## src/rtl/fifo_pkg.sv

```systemverilog
// Shared FIFO constants and helpers, also used by the UART receiver top.
package fifo_pkg;

   localparam int unsigned DEF_DATA_W = 8;
   localparam int unsigned DEF_DEPTH  = 16;

   function automatic int unsigned clog2(input int unsigned v);
      int unsigned r;
      r = 0;
      for (int unsigned i = 0; i < 32; i++) begin
         if ((64'd1 << i) < 64'(v)) r = i + 1;
      end
      return r;
   endfunction

endpackage

```

## src/rtl/sync_fifo_param_if.sv

```systemverilog
// Handshake and status bundle between a FIFO and its producer/consumer.
interface sync_fifo_param_if
   import fifo_pkg::*;
#(
   parameter int unsigned DATA_W = DEF_DATA_W,
   parameter int unsigned DEPTH  = DEF_DEPTH
) ();
   localparam int unsigned AW = clog2(DEPTH);

   logic              EN;
   logic              WR;
   logic [DATA_W-1:0] dataIn;
   logic              RD;
   logic [DATA_W-1:0] dataOut;
   logic              EMPTY;
   logic              FULL;
   logic              ALMOST_FULL;
   logic              ALMOST_EMPTY;
   logic [AW:0]       COUNT;
   logic              OVERFLOW;
   logic              UNDERFLOW;

   modport master (
      output EN, WR, dataIn, RD,
      input  dataOut, EMPTY, FULL, ALMOST_FULL, ALMOST_EMPTY, COUNT, OVERFLOW, UNDERFLOW
   );

   modport slave (
      input  EN, WR, dataIn, RD,
      output dataOut, EMPTY, FULL, ALMOST_FULL, ALMOST_EMPTY, COUNT, OVERFLOW, UNDERFLOW
   );
endinterface

```

## src/rtl/fifo_ram.sv

```systemverilog
// Simple dual-port storage: synchronous write, asynchronous read.
module fifo_ram
   import fifo_pkg::*;
#(
   parameter int unsigned DATA_W = DEF_DATA_W,
   parameter int unsigned DEPTH  = DEF_DEPTH,
   parameter int unsigned AW     = clog2(DEPTH)
) (
   input  logic              clk,
   input  logic              we,
   input  logic [AW-1:0]     waddr,
   input  logic [DATA_W-1:0] wdata,
   input  logic [AW-1:0]     raddr,
   output logic [DATA_W-1:0] rdata
);
   logic [DATA_W-1:0] mem [DEPTH];

   always_ff @(posedge clk) begin
      if (we) mem[waddr] <= wdata;
   end

   assign rdata = mem[raddr];
endmodule

```

## src/rtl/sync_fifo_param.sv

```systemverilog
// Single-clock FIFO with occupancy count, threshold flags, sticky errors and
// optional first-word-fall-through read.
module sync_fifo_param
   import fifo_pkg::*;
#(
   parameter int unsigned DATA_W    = DEF_DATA_W,
   parameter int unsigned DEPTH     = DEF_DEPTH,
   parameter int unsigned AFULL_TH  = DEPTH - 2,
   parameter int unsigned AEMPTY_TH = 2,
   parameter bit          FWFT      = 1'b0
) (
   input logic              Clk,
   input logic              Rst,
   sync_fifo_param_if.slave bus
);
   localparam int unsigned AW = clog2(DEPTH);
   localparam logic [AW:0] depth_c  = DEPTH[AW:0];
   localparam logic [AW:0] afull_c  = AFULL_TH[AW:0];
   localparam logic [AW:0] aempty_c = AEMPTY_TH[AW:0];

   logic [AW-1:0]     wr_ptr_q, rd_ptr_q;
   logic [AW:0]       count_q, count_d;
   logic              empty_q, full_q, afull_q, aempty_q, ovf_q, unf_q;
   logic              rd_acc, wr_acc;
   logic [DATA_W-1:0] ram_rdata;

   // A read frees a slot in the same cycle, so a full FIFO can still take a write.
   always_comb begin
      rd_acc  = bus.EN & bus.RD & ~empty_q;
      wr_acc  = bus.EN & bus.WR & (~full_q | rd_acc);
      count_d = count_q + {{AW{1'b0}}, wr_acc} - {{AW{1'b0}}, rd_acc};
   end

   always_ff @(posedge Clk) begin
      if (Rst) begin
         wr_ptr_q <= '0;
         rd_ptr_q <= '0;
         count_q  <= '0;
         empty_q  <= 1'b1;
         full_q   <= 1'b0;
         afull_q  <= 1'b0;
         aempty_q <= 1'b1;
         ovf_q    <= 1'b0;
         unf_q    <= 1'b0;
      end else if (bus.EN) begin
         if (wr_acc) wr_ptr_q <= wr_ptr_q + 1'b1;
         if (rd_acc) rd_ptr_q <= rd_ptr_q + 1'b1;
         count_q  <= count_d;
         empty_q  <= (count_d == '0);
         full_q   <= (count_d == depth_c);
         afull_q  <= (count_d >= afull_c);
         aempty_q <= (count_d <= aempty_c);
         ovf_q    <= ovf_q | (bus.WR & ~wr_acc);
         unf_q    <= unf_q | (bus.RD & ~rd_acc);
      end
   end

   fifo_ram #(
      .DATA_W (DATA_W),
      .DEPTH  (DEPTH),
      .AW     (AW)
   ) u_ram (
      .clk   (Clk),
      .we    (wr_acc & ~Rst),
      .waddr (wr_ptr_q),
      .wdata (bus.dataIn),
      .raddr (rd_ptr_q),
      .rdata (ram_rdata)
   );

   generate
      if (FWFT) begin : g_fwft
         assign bus.dataOut = ram_rdata;
      end else begin : g_std
         logic [DATA_W-1:0] dout_q;
         always_ff @(posedge Clk) begin
            if (Rst)         dout_q <= '0;
            else if (rd_acc) dout_q <= ram_rdata;
         end
         assign bus.dataOut = dout_q;
      end
   endgenerate

   assign bus.EMPTY        = empty_q;
   assign bus.FULL         = full_q;
   assign bus.ALMOST_FULL  = afull_q;
   assign bus.ALMOST_EMPTY = aempty_q;
   assign bus.COUNT        = count_q;
   assign bus.OVERFLOW     = ovf_q;
   assign bus.UNDERFLOW    = unf_q;
endmodule

```

## src/flat_wrapper.sv

```systemverilog
// flat-port wrapper written by rule: the top's interface ports become plain ports
module sync_fifo_param_flat import fifo_pkg::*;
#(
   parameter int unsigned DATA_W    = DEF_DATA_W,
   parameter int unsigned DEPTH     = DEF_DEPTH,
   parameter int unsigned AFULL_TH  = DEPTH - 2,
   parameter int unsigned AEMPTY_TH = 2,
   parameter bit          FWFT      = 1'b0
)
  (Clk, Rst, bus_EN, bus_WR, bus_dataIn, bus_RD, bus_dataOut, bus_EMPTY, bus_FULL, bus_ALMOST_FULL, bus_ALMOST_EMPTY, bus_COUNT, bus_OVERFLOW, bus_UNDERFLOW);
  sync_fifo_param_if #(.DATA_W(DATA_W), .DEPTH(DEPTH)) bus_i ();
  input logic Clk;
  input logic Rst;
  input wire logic [$bits(bus_i.EN)-1:0] bus_EN;
  input wire logic [$bits(bus_i.WR)-1:0] bus_WR;
  input wire logic [$bits(bus_i.dataIn)-1:0] bus_dataIn;
  input wire logic [$bits(bus_i.RD)-1:0] bus_RD;
  output wire logic [$bits(bus_i.dataOut)-1:0] bus_dataOut;
  output wire logic [$bits(bus_i.EMPTY)-1:0] bus_EMPTY;
  output wire logic [$bits(bus_i.FULL)-1:0] bus_FULL;
  output wire logic [$bits(bus_i.ALMOST_FULL)-1:0] bus_ALMOST_FULL;
  output wire logic [$bits(bus_i.ALMOST_EMPTY)-1:0] bus_ALMOST_EMPTY;
  output wire logic [$bits(bus_i.COUNT)-1:0] bus_COUNT;
  output wire logic [$bits(bus_i.OVERFLOW)-1:0] bus_OVERFLOW;
  output wire logic [$bits(bus_i.UNDERFLOW)-1:0] bus_UNDERFLOW;
  assign bus_i.EN = bus_EN;
  assign bus_i.WR = bus_WR;
  assign bus_i.dataIn = bus_dataIn;
  assign bus_i.RD = bus_RD;
  assign bus_dataOut = bus_i.dataOut;
  assign bus_EMPTY = bus_i.EMPTY;
  assign bus_FULL = bus_i.FULL;
  assign bus_ALMOST_FULL = bus_i.ALMOST_FULL;
  assign bus_ALMOST_EMPTY = bus_i.ALMOST_EMPTY;
  assign bus_COUNT = bus_i.COUNT;
  assign bus_OVERFLOW = bus_i.OVERFLOW;
  assign bus_UNDERFLOW = bus_i.UNDERFLOW;
  sync_fifo_param #(.DATA_W(DATA_W), .DEPTH(DEPTH), .AFULL_TH(AFULL_TH), .AEMPTY_TH(AEMPTY_TH), .FWFT(FWFT)) u_core (.Clk(Clk), .Rst(Rst), .bus(bus_i));
endmodule
```

## config.mk

```make
export PLATFORM = sky130hd
export DESIGN_NAME = sync_fifo_param_flat
export DESIGN_NICKNAME = d
export VERILOG_FILES = /design/src/rtl/fifo_pkg.sv /design/src/rtl/sync_fifo_param_if.sv /design/src/rtl/fifo_ram.sv /design/src/rtl/sync_fifo_param.sv /design/src/flat_wrapper.sv
export SDC_FILE = /design/constraint.sdc
export NUM_CORES = 1
export LEC_CHECK = 0
export BUFFER_PORTS_ARGS = -buffer_cell sky130_fd_sc_hd__clkbuf_2
export CORE_UTILIZATION = 35
export DETAILED_ROUTE_END_ITERATION = 8
export PLACE_DENSITY_LB_ADDON = 0.15
export SYNTH_ARGS = -nofsm -noshare
export SYNTH_HDL_FRONTEND = slang
export SYNTH_SLANG_ARGS = --single-unit
```

## constraint.sdc

```tcl
create_clock -name Clk -period 4.8 [get_ports Clk]
set_input_delay 0.24 -clock Clk [delete_from_list [all_inputs] [get_ports Clk]]
set_output_delay 0.24 -clock Clk [all_outputs]
set_load 0.05 [all_outputs]
```

==> out/qor.txt, run 1 <==
status = finished, final reports clean
CTS Buffer Depth = 2
crit path cell chain = nand3b_1, inv_1, ha_1, inv_1, ha_1, fa_1, a21o_1, a21oi_1, mux2i_1, o41ai_1
share of layout cells above drive strength 1 = 21.3%
CP bufs+invs = 2
Crit Path Class = flip-flop to flip-flop
WHS Endpoint = u_core.bus.UNDERFLOW$_SDFFE_PP0P_
fmax = 0.321 GHz
via count = 3174
final weighted congestion in routability-driven placement = 0.810
Switch Pwr = 0.736 mW
clock network fraction of design power = 43.4%
reg-to-reg endpoint = u_core.bus.FULL$_SDFFE_PP0P_
area of the core = 0.0174 mm2
Post-synth EDFFs = 128
Die W = 136 um
Post-synth top flop = edfxtp_1
TNS Setup = 0 ns
Slew Viols, Final = 0
Crit-path slowest cell = nand3b_1
Die ar. = 0.0185 mm2
Worst Setup Start Kind = flip-flop
Overall Power = 3.01 mW
Unique masters post-synth = 37
hold depth = 3
Seq/Total Area, Yosys = 69.8%
Synth Net Count = 378
Synth Register Bits = 155
# IOs = 32
Hold Violations, Final = 0
Worst Tran Pin Value = 1.00 ns
Hold Path Class = primary input to flip-flop
Clock Skew = 0.0101 ns
post-synthesis cell count = 354
YS warnings = 0
drt wl/cell = 20.1 um
Avg Cell Area, Syn = 17.8 um2
final wirelength = 12.6 mm
FF-to-FF Start = u_core.bus.EMPTY$_SDFFE_PP1P_
Final setup viols = 0
cell family with most CP delay = adder cells
Lkg Pwr = 2.36 nW
flop2flop setup slack = 1.69 ns
CTS Root Cell = clkbuf_16
initial antenna violation count = 0
Initial Util = 36.1%
vias in the first global route = 3269
Max FO, Critical Path = 12
largest net degree at the start of global routing = 35
worst-skew pair later-pin latency = 0.42 ns
area grow syn2layout = 14.5%
Routed Antenna Nets = 0
Post-Syn Area = 0.00628 mm2
Max Cap Viol = 0
Final period util = 64.9%
# diodes = 0
Setup Buffers After CTS = 0
Final Net Count = 415
GR Overflow Total = 0
num rows = 48
sequential power share = 49.6%
initial DRC count = 207
clk sinks = 155
H-tree levels = 4
worst path required time = 5.11 ns
pwr dens = 418 mW/mm2
slowest cell delay on critical path = 0.43 ns
Reg2Reg Depth = 10
Worst slew margin = 33.0%
IO buf count = 31
TritonCTS clock tree = built
HPWL after detailed placement = 7.84 mm
1st-pass router iterations = 4
Vias/cell = 5.05
gr usage total = 15.1%
CTS clk-pin slew, worst paths = 0.06 ns
Critical Path End Type = flip-flop
fraction of registers with async set/reset = 0%
Worst VDD drop = 303 uV
Die H = 136 um
Post-route DRC = 0
sw frac = 24.5%
Worst Path Arrival = 3.43 ns
Hold Buf Count CTS = 0
post-cts sizing count = 0
first-pass GRT wire length = 19.3 mm
RSZ-0062 raised after global routing = no
Final Core Density = 41.3%
Final min period = 3.11 ns
CTS Buf Count = 17
worst hold start = bus_RD
Logic pwr share = 7.0%
Pint = 2.27 mW
[tightest hold or removal path, stage by stage]
cell      delay [ns]
clkbuf_2        0.10
a31oi_1         0.08
nor2_1          0.07
[power groups by stage]
stage | combinational (mW) | sequential (mW) | clock, mW
final | 0.210 | 1.49 | 1.31
after global routing | 0.228 | 1.49 | 1.39
after CTS | 0.213 | 1.49 | 1.33
after detailed placement | 0.211 | 1.52 | 0
after global placement | 0.208 | 1.52 | 0
after floorplan | 0.103 | 1.57 | 0
[metal layers]
metal / wire, um / GRT usage, %
met2: 6150 / 24.6
met1: 5880 / 19.1
met3: 417 / 4.06
met4: 163 / 5.74
met5: 0 / 0
[cells in the final DEF (no fill, tap or decap), types with 2 or more instances in the layout]
cell        instances
a211oi_1            2
a21o_1              2
a21oi_1             9
a31o_1              8
and2_1              2
buf_4               3
clkbuf_16          17
clkbuf_2           31
clkinv_4            2
clkinvlp_4          3
dfxtp_1            26
edfxtp_1          128
ha_1               10
inv_1              12
inv_6               5
inv_8               3
mux2i_1            19
mux4_1             16
mux4_2             16
nand2_1            16
nand3_1             4
nand4_1             2
nor2_1             31
o22ai_1             8
o41ai_1             3
or3_1               3
xnor2_1             6
xor2_1              3
[cell families after synthesis]
logic type               count (synthesis)  synth area share [%]
AO/OA/AOI/OAI                           37                  4.12
XOR/XNOR                                 9                  1.25
adder cells (fa/ha/maj)                 11                  2.31
buffers and inverters                   29                  2.79
flip-flops                             155                  69.8
multiplexers                            51                  15.5
AND/OR/NAND/NOR                         62                  4.30
[sequential cells by signal, summed over array words and instances, names as in the netlist]
signal,cells
u_core.bus.OVERFLOW,1
u_core.bus.ALMOST_FULL,1
u_core.bus.ALMOST_EMPTY,1
u_core.u_ram.mem,128
u_core.bus.EMPTY,1
u_core.bus.COUNT,5
u_core.wr_ptr_q,4
u_core.bus.UNDERFLOW,1
u_core.rd_ptr_q,4
u_core.bus.FULL,1
u_core.bus.dataOut,8
[synthesized netlist by cell type (2+ instances only)]
master / count / area [um2]
edfxtp_1: 128 / 3840
nor2_1: 31 / 116
dfxtp_1: 27 / 541
mux2i_1: 19 / 190
mux4_1: 16 / 420
mux4_2: 16 / 360
nand2_1: 16 / 60.1
inv_1: 12 / 45.0
ha_1: 10 / 125
a21oi_1: 9 / 45.0
a31o_1: 8 / 70.1
o22ai_1: 8 / 50.1
clkbuf_1: 6 / 22.5
xnor2_1: 6 / 52.6
buf_2: 5 / 25.0
nand3_1: 4 / 20.0
buf_12: 3 / 60.1
o41ai_1: 3 / 26.3
or3_1: 3 / 18.8
xor2_1: 3 / 26.3
a211oi_1: 2 / 15.0
a21o_1: 2 / 15.0
and2_1: 2 / 12.5
nand4_1: 2 / 12.5
[how the worst max path moves through the flow]
stage,startpoint,cells after the start,to,slack (ns)
6_report,u_core.bus.EMPTY$_SDFFE_PP1P_,10,u_core.bus.FULL$_SDFFE_PP0P_,1.69
3_3_place_gp,bus_EN,11,u_core.bus.FULL$_SDFFE_PP0P_,1.75
3_5_place_dp,bus_EN,11,u_core.bus.FULL$_SDFFE_PP0P_,1.63
5_1_grt,u_core.bus.EMPTY$_SDFFE_PP1P_,10,u_core.bus.FULL$_SDFFE_PP0P_,1.50
2_1_floorplan,u_core.bus.EMPTY$_SDFFE_PP1P_,10,u_core.bus.FULL$_SDFFE_PP0P_,2.05
4_1_cts,u_core.bus.EMPTY$_SDFFE_PP1P_,10,u_core.bus.FULL$_SDFFE_PP0P_,1.65
[final cells by class]
type | instances | area (um2)
inverter | 13 | 48.8
tap | 225 | 282
clock buffer | 17 | 425
fill | 1577 | 10200
clock inverter | 15 | 153
sequential | 155 | 4390
timing repair buffer | 34 | 178
multi-input combinational | 170 | 1720
[metrics by stage]
stage	setup slack [ns]	area [um2]	hold slack, ns	std cells
after floorplan	2.05	6280	0.339	354
after global placement	1.75	6620	0.438	597
after detailed placement	1.63	6620	0.446	597
after CTS	1.65	7200	0.102	629
after global routing	1.50	7200	0.112	629
final	1.69	7200	0.114	629
Note: power is estimated with default switching activity, not from simulation.
==> inputs of run 2 (changes only) <==
- clock period: 4.8 -> 2.6 ns (I/O delays scaled with it)
==> out/qor.txt, run 2 (same netlist as run 1, synthesis figures left out) <==
Worst Setup Start Kind = flip-flop
Clock Skew = 0.00836 ns (-0.00169 ns)
fmax = 0.416 GHz (+30%)
H-tree levels = 4 (unchanged)
Hold Path Class = primary input to flip-flop
CTS Buffer Depth = 2 (unchanged)
gr usage total = 15.2% (+0.18 points)
Pint = 4.10 mW (+81%)
GRT met1 Usage = 19.9% (+0.85 points)
Die ar. = 0.0185 mm2 (unchanged)
flop2flop setup slack = 0.20 ns (-1.49 ns)
clock network fraction of design power = 42.5% (-0.9 points)
# diodes = 0 (unchanged)
Worst Tran Pin Value = 0.521 ns (-0.481 ns)
Routed Antenna Nets = 0 (unchanged)
Slew Viols, Final = 0 (unchanged)
met3 Track Usage GR = 4.03% (-0.037 points)
Lkg Pwr = 2.47 nW (+4.8%)
TritonCTS clock tree = built
TNS Setup = 0 ns (unchanged)
worst path required time = 2.90 ns (-2.21 ns)
# IOs = 32 (unchanged)
area of the core = 0.0174 mm2 (unchanged)
sequential power share = 50.2% (+0.6 points)
num rows = 48 (unchanged)
non-filler cells, final = 651 (+3.5%)
share of layout cells above drive strength 1 = 25.4% (+4.1 points)
Vias/cell = 5.04 (-0.15%)
first-pass GRT wire length = 19.8 mm (+2.6%)
largest net degree at the start of global routing = 36 (+2.9%)
Biggest register = u_core.u_ram.mem
Switch Pwr = 1.38 mW (+87%)
Final min period = 2.40 ns (-0.711 ns)
Placed Instances = 618 (+3.5%)
via count = 3280 (+3.3%)
fill cell count = 1621 (+2.8%)
Crit Path Class = flip-flop to flip-flop
most frequent cells in the layout = edfxtp_1 (128), nor2_1 (31), clkbuf_2 (31)
Logic pwr share = 7.3% (+0.3 points)
drt wl/cell = 19.6 um (-2.2%)
GRT Max-Usage Layer = met2
CTS clk-pin slew, worst paths = 0.06 ns (about the same)
final weighted congestion in routability-driven placement = 0.753 (-6.9%)
reg-to-reg endpoint = u_core.bus.FULL$_SDFFE_PP0P_
Max Cap Viol = 0 (unchanged)
worst-skew pair later-pin latency = 0.42 ns (about the same)
crit path cell chain = nand3b_1, inv_1, ha_1, inv_1, ha_1, fa_1, a21o_1, a21oi_2, mux2i_1, o41ai_1
Initial Util = 36.1% (unchanged)
Post-route DRC = 0 (unchanged)
most common cell after layout, fill and taps aside = edfxtp_1
Worst slew margin = 65.3% (+32 points)
Final Net Count = 437 (+5.3%)
slowest cell delay on critical path = 0.41 ns (-0.02 ns)
1st-pass router iterations = 4 (unchanged)
Crit-path slowest cell = fa_1
Reg2Reg Depth = 10 (unchanged)
initial antenna violation count = 0 (unchanged)
initial DRC count = 140 (-32%)
Hold WS = 0.0359 ns (-0.0780 ns)
Final setup viols = 0 (unchanged)
status = finished, final reports clean
Die W = 136 um (unchanged)
Critical Path Source = u_core.bus.EMPTY$_SDFFE_PP1P_
final wirelength = 12.8 mm (+1.2%)
crit path to = u_core.bus.FULL$_SDFFE_PP0P_
max reg flops = 128 (unchanged)
IO buf count = 31 (unchanged)
pwr dens = 745 mW/mm2 (+78%)
FF-to-FF Start = u_core.bus.EMPTY$_SDFFE_PP1P_
Final period util = 92.4% (+28 points)
GR Overflow Total = 0 (unchanged)
Die H = 136 um (unchanged)
RSZ-0062 raised after global routing = no
Critical Path End Type = flip-flop
HPWL after detailed placement = 7.85 mm (about the same)
Hold Violations, Final = 0 (unchanged)
vias in the first global route = 3352 (+2.5%)
sw frac = 25.1% (+0.61 points)
Worst VDD drop = 661 uV (+120%)
Max FO, Critical Path = 5 (-7)
clk sinks = 155 (unchanged)
met2 usage in global routing = 24.8% (+0.17 points)
area grow syn2layout = 17.1%
CTS Root Cell = clkbuf_16
CTS Buf Count = 17 (unchanged)
Worst Path Arrival = 2.70 ns (-0.73 ns)
Setup Buffers After CTS = 0 (unchanged)
run 2: worst min-delay path by stage:
stage                                                    to  cells past startpoint           from
after CTS                 u_core.bus.UNDERFLOW$_SDFFE_PP0P_                      3         bus_RD
after global placement    u_core.bus.UNDERFLOW$_SDFFE_PP0P_                      3         bus_RD
after detailed placement   u_core.bus.OVERFLOW$_SDFFE_PP0P_                      3         bus_WR
after global routing      u_core.bus.UNDERFLOW$_SDFFE_PP0P_                      3         bus_RD
after floorplan            u_core.u_ram.mem[0][0]$_DFFE_PP_                      0  bus_dataIn[0]
final                     u_core.bus.UNDERFLOW$_SDFFE_PP0P_                      3         bus_RD
run 2: power by group through the flow:
stage	Combinational, mW	Sequential [mW]	Clock [mW]
2_1_floorplan	0.191	2.89	0
3_3_place_gp	0.396	2.80	0
3_5_place_dp	0.400	2.80	0
4_1_cts	0.403	2.75	2.39
5_1_grt	0.443	2.75	2.48
6_report	0.402	2.75	2.33
run 2: metal layers:
metal	vias to the layer above	share of wire (%)
met5	-	0
met4	0	0.94
met3	8	4.0
met2	67	50
met1	1679	45
li1	1526	-
run 2: final cells by class:
class / instances / area [um2] / area share (%)
Inverter: 13 / 48.8 / 0.663
Sequential cell: 155 / 4390 / 59.6
Timing Repair Buffer: 56 / 358 / 4.86
Tap cell: 225 / 282 / 3.83
Multi-Input combinational cell: 170 / 1730 / 23.5
Clock buffer: 17 / 425 / 5.78
Clock inverter: 15 / 131 / 1.79
run 2: critical path, delay by kind of cell, from the launching register on:
kind / cells / cell delay [ns]
fa+ha+maj: 3 / 0.88
compound gates: 3 / 0.49
flops: 1 / 0.35
mux: 1 / 0.33
simple gates: 1 / 0.13
buf+inv: 2 / 0.11
run 2: repair_timing:
action	4_1_cts	5_1_grt
endpoints found under the setup margin	0	3
hold endpoints to repair	1	0
hold buffers	1	0
gates resized for setup	0	1
run 2: metrics by stage:
stage          total power [mW]  util, %  area (um2)  worst slack [ns]
6_report                   5.48     42.3        7360             0.196
5_1_grt                    5.68     42.3        7360            0.0494
4_1_cts                    5.54     42.2        7360             0.125
3_5_place_dp               3.20     39.0        6790             0.157
3_3_place_gp               3.20     39.0        6790             0.128
2_1_floorplan              3.08        -        6280            0.0284
